[config.mk]
export PLATFORM = sky130hd
export DESIGN_NAME = uart_packet_framer
export DESIGN_NICKNAME = d
export VERILOG_FILES = /design/src/rtl/uart_packet_framer.sv
export SDC_FILE = /design/constraint.sdc
export NUM_CORES = 1
export LEC_CHECK = 0
export CAP_MARGIN = 15
export CORE_ASPECT_RATIO = 1.25
export CORE_MARGIN = 2
export CORE_UTILIZATION = 55
export CTS_BUF_LIST = sky130_fd_sc_hd__clkbuf_8
export CTS_CLUSTER_SIZE = 8
export DETAILED_ROUTE_END_ITERATION = 16
export GPL_ROUTABILITY_DRIVEN = 0
export PLACE_DENSITY_LB_ADDON = 0.08
export SYNTH_ARGS = -nofsm -noshare
export SYNTH_HDL_FRONTEND = slang
export SYNTH_SLANG_ARGS = --single-unit
[constraint.sdc]
create_clock -name clk -period 2.4 [get_ports clk]
set_input_delay 0.48 -clock clk [delete_from_list [all_inputs] [get_ports clk]]
set_output_delay 0.48 -clock clk [all_outputs]
set_load 0.05 [all_outputs]
[src/rtl/uart_packet_framer.sv]
// uart_packet_framer: gathers FIFO bytes into a buffer and sends them as SOF/LEN/payload/CRC8 frames
// over the out_start/out_finish UART byte handshake.
module uart_packet_framer #(
    parameter int         MAX_PAYLOAD = 16,
    parameter int         TIMEOUT     = 1024,
    parameter logic [7:0] SOF_BYTE    = 8'hA5
) (
    input  logic       clk,
    input  logic       reset,
    input  logic       enable,
    output logic       fifo_re,
    input  logic [7:0] fifo_data,
    input  logic       fifo_empty,
    input  logic       fifo_busy,
    output logic       out_start,
    output logic [7:0] out_data,
    input  logic       out_finish,
    output logic       frame_busy,
    output logic [7:0] frame_count
);
    localparam int TW = $clog2(TIMEOUT + 1);
    localparam int AW = MAX_PAYLOAD > 1 ? $clog2(MAX_PAYLOAD) : 1;

    typedef enum logic [2:0] {IDLE, FETCH, CAPTURE, SEND_SOF, SEND_LEN, SEND_PAY, SEND_CRC, WAIT_TX} state_t;
    typedef enum logic [1:0] {K_SOF, K_LEN, K_PAY, K_CRC} kind_t;

    state_t        state, next;
    kind_t         kind;
    logic [7:0]    mem [MAX_PAYLOAD];
    logic [7:0]    cnt, idx, crc, tx_byte;
    logic [TW-1:0] tmo;
    logic          can_fetch, idle_wait, expired, done;

    function automatic logic [7:0] crc8(input logic [7:0] c, input logic [7:0] d);
        logic [7:0] x;
        x = c ^ d;
        for (int i = 0; i < 8; i++)
            x = x[7] ? {x[6:0], 1'b0} ^ 8'h07 : {x[6:0], 1'b0};
        return x;
    endfunction

    assign can_fetch = enable && !fifo_empty && !fifo_busy;
    assign idle_wait = cnt != 8'd0 && (fifo_empty || !enable);
    assign expired   = idle_wait && tmo == TW'(TIMEOUT - 1);
    assign done      = state == WAIT_TX && kind == K_CRC && out_finish;

    always_ff @(posedge clk or posedge reset) begin
        if (reset) begin
            state       <= IDLE;
            kind        <= K_SOF;
            cnt         <= '0;
            idx         <= '0;
            crc         <= '0;
            tmo         <= '0;
            out_data    <= '0;
            frame_count <= '0;
        end else begin
            state <= next;
            tmo   <= state != IDLE ? '0 : idle_wait ? tmo + 1'b1 : tmo;
            if (state == CAPTURE)
                cnt <= cnt + 8'd1;
            if (state == SEND_SOF)
                idx <= '0;
            if (state == SEND_PAY)
                idx <= idx + 8'd1;
            // CRC covers LEN and payload, folded in as each byte is launched
            if (state == SEND_LEN || state == SEND_PAY)
                crc <= crc8(crc, out_data);
            if (out_start)
                kind <= state == SEND_SOF ? K_SOF : state == SEND_LEN ? K_LEN : state == SEND_PAY ? K_PAY : K_CRC;
            if (next inside {SEND_SOF, SEND_LEN, SEND_PAY, SEND_CRC})
                out_data <= tx_byte;
            if (done) begin
                frame_count <= frame_count + 8'd1;
                cnt         <= '0;
                crc         <= '0;
            end
        end
    end

    always_ff @(posedge clk) begin
        if (state == CAPTURE)
            mem[cnt[AW-1:0]] <= fifo_data;
    end

    always_comb begin
        next = state;
        case (state)
            IDLE:     next = expired ? SEND_SOF : can_fetch ? FETCH : IDLE;
            FETCH:    next = (fifo_empty || fifo_busy) ? IDLE : CAPTURE;
            CAPTURE:  next = cnt == 8'(MAX_PAYLOAD - 1) ? SEND_SOF : IDLE;
            SEND_SOF, SEND_LEN, SEND_PAY, SEND_CRC: next = WAIT_TX;
            WAIT_TX:
                if (out_finish)
                    next = kind == K_SOF ? SEND_LEN : kind == K_LEN ? SEND_PAY :
                           kind == K_PAY ? (idx == cnt ? SEND_CRC : SEND_PAY) : IDLE;
            default:  next = IDLE;
        endcase
    end

    always_comb begin
        fifo_re    = state == FETCH && !fifo_empty && !fifo_busy;
        out_start  = state inside {SEND_SOF, SEND_LEN, SEND_PAY, SEND_CRC};
        frame_busy = out_start || state == WAIT_TX;
        tx_byte    = next == SEND_SOF ? SOF_BYTE : next == SEND_LEN ? cnt :
                     next == SEND_PAY ? mem[idx[AW-1:0]] : crc;
    end
endmodule
==> reports/qor.csv <==
metric,value,unit
setup_ws,0.116,ns
wl_per_cell,20.7,µm
required,1.92,ns
finalSetupViolCount,0,
syn_area_per_cell,14.8,µm²
dp.cells,772,
report.power.total,0.0111,W
port_buffers,32,
grt_usage,0.225,
grt_pass1_wl,26700,µm
switching_share,0.382,
worstPathMaxFanout,10,
seqPwrFrac,0.379,
synth_mux_area_frac,0.102,
hpwl,11700,µm
period_share,0.952,
min_path_type,in2async,
overflow,0,
p_int,0.00683,W
synth_ff_type,edfxtp_1,
end_kind,output pin,
synthTopCellsByCount,"edfxtp_1, dfrtp_1, nand2_1, xnor2_1, nor2_1",
clock_sinks,184,
routed_wl,16700,µm
final_hold_viol_count,0,
drtIter0Drc,395,
synthArstFlopShare,0.304,
p_leak,3.43,nW
synth_edf_count,128,
grt_max_degree,46,
synth_top_family_by_area,simple AND/OR/NAND/NOR gates,
die_y,141,µm
drc,0,
cap_violations,0,
ys_seq_elements,184,
cts_buffer_depth,2,
area_growth,14.4,%
num_antenna_cells,0,
max_slew_margin,0.628,
drtAntennaViolNets,0,
yosys.area.top_type,edfxtp_1,
synth-compound-area-share,0.0655,
initial_core_util,0.568,
fp-row-count,49,
fin_nets,636,
critPathLaunchType,register,
drive_above_1_share,0.172,
power_frac_comb,0.427,
cp_cell_sequence,buf_4 -> nand2b_2 -> nor4_4 -> buf_12,
dr.pass1.iters,4,
p_per_area,1180,nW/µm²
synthTopCellsByArea,"edfxtp_1, dfrtp_1, mux4_2",
first_global_vias,4887,
syn_area,8210,µm²
yosysWarnings,0,
core,14500,µm²
syn-instance-count,555,
min_period,2.28,ns
path_delay_family,simple AND/OR/NAND/NOR gates,
rsz0062_at_grt,no,
max_freq,438,MHz
via_per_inst,5.91,
synth_cell_type_count,52,
yosysSeqAreaShare,0.639,
clock_skew,0.0133,ns
antenna_found_initial,0,
p_switching,0.00423,W
clockPowerShare,0.194,
cts_buffers,17,
ir_worst_vdd,0.000539,V
io_pins,33,
path_class,reg2out,
pre_cts_slack,0.143,ns
dieArea,15900,µm²
clkSlewWorstSetupHoldPaths,0.10,ns
synthAdderAreaFrac,0.0107,
cts_hold_buffers,0,
cts_root_buf,clkbuf_8,
worstSkewPairLatency,0.46,ns
vias,4767,
placed_cell_area,8950,µm²
cpPeakStageDelay,0.42,ns
crit_slowest_cell,dfrtp_2,
layout.cells.non_filler,806,
fin_area,9390,µm²
synth-xor-area-share,0.0576,
synth_simple_gate_area_frac,0.102,
slew_viol_final,0,
setup_tns,0,ns
crit_arrival,1.80,ns
status,"complete, no violations",
syn-num-nets,576,
tightest_slew,0.556,ns
chipWidth,113,µm
htree_levels,4,
yosysMostFrequentCell,edfxtp_1,
cp_num_buf_inv,2,
synth_top_area_frac,0.468,
cts_tree,done,
-- layer usage --
metal,global-route usage,up-vias,wire [µm]
met5,0,-,0
met4,0.0783,0,262
met3,0.0443,20,686
met2,0.380,106,8920
met1,0.292,2409,6840
li1,-,2232,-
-- per-stage QoR --
step / hold WS [ns] / util
after floorplan: 0.478 / -
after global placement: 0.454 / 0.618
after detailed placement: 0.467 / 0.618
after CTS: 0.237 / 0.649
after global routing: 0.260 / 0.649
final: 0.263 / 0.649
-- cell type report --
type | count | area (µm²)
inverters | 9 | 33.8
flip-flops and latches | 184 | 5250
repair buffers | 70 | 673
multi-input cells | 333 | 2790
clock buffers | 17 | 234
clock inverters | 15 | 189
well taps | 178 | 223
fillers | 1063 | 5080
-- cells by family after synthesis --
family	Yosys count
AOI/OAI and AO/OA	74
xor gates and xnor gates	54
adders and majority gates	7
buffers and inverters	38
DFF	184
muxes	39
and+or+nand+nor	159
-- path summary, 6_finish.rpt --
path / start / to / slack (ns) / cells after the start
max reg2reg: idx[0] / out_data[0] / 0.21 / 7
min in group clk: frame_count[7] / frame_count[7] / 0.48 / 1
max in group asynchronous: reset / frame_count[6] / 1.59 / 3
min: reset / tmo[7] / 0.26 / 2
min reg2reg: frame_count[7] / frame_count[7] / 0.48 / 1
max: state[1] / fifo_re / 0.12 / 4
-- cells in the final DEF (no fill, tap or decap), drive strengths merged, types with 16 or more instances in the layout --
cell / netlist / layout
clkdlybuf4s50: 0 / 29
nor2: 37 / 37
xor2: 18 / 18
and2: 16 / 16
and3: 17 / 17
clkbuf: 13 / 17
nand2: 37 / 37
buf: 16 / 41
mux4: 32 / 32
dfrtp: 56 / 56
xnor2: 36 / 36
edfxtp: 128 / 128
o21ai: 19 / 19
-- state kept, by name (all words and copies together) (netlist names) --
name / flops
kind: 2
out_data: 8
idx: 8
state: 3
tmo: 11
crc: 8
frame_count: 8
cnt: 8
mem: 128
-- repair_timing --
| item | CTS | global route |
|---|---|---|
| buffers inserted | 2 | 0 |
| endpoints found under the setup margin | 1 | 0 |
| resized for setup | 3 | 0 |
-- power by group through the flow --
stage               registers (W)  clock network [W]  logic, W
finish                    0.00419            0.00215   0.00473
global route              0.00425            0.00233   0.00512
CTS                       0.00419            0.00220   0.00475
detailed placement        0.00426                  0   0.00470
global placement          0.00426                  0   0.00460
floorplan                 0.00437                  0   0.00325
(Power assumes the default switching activity.)
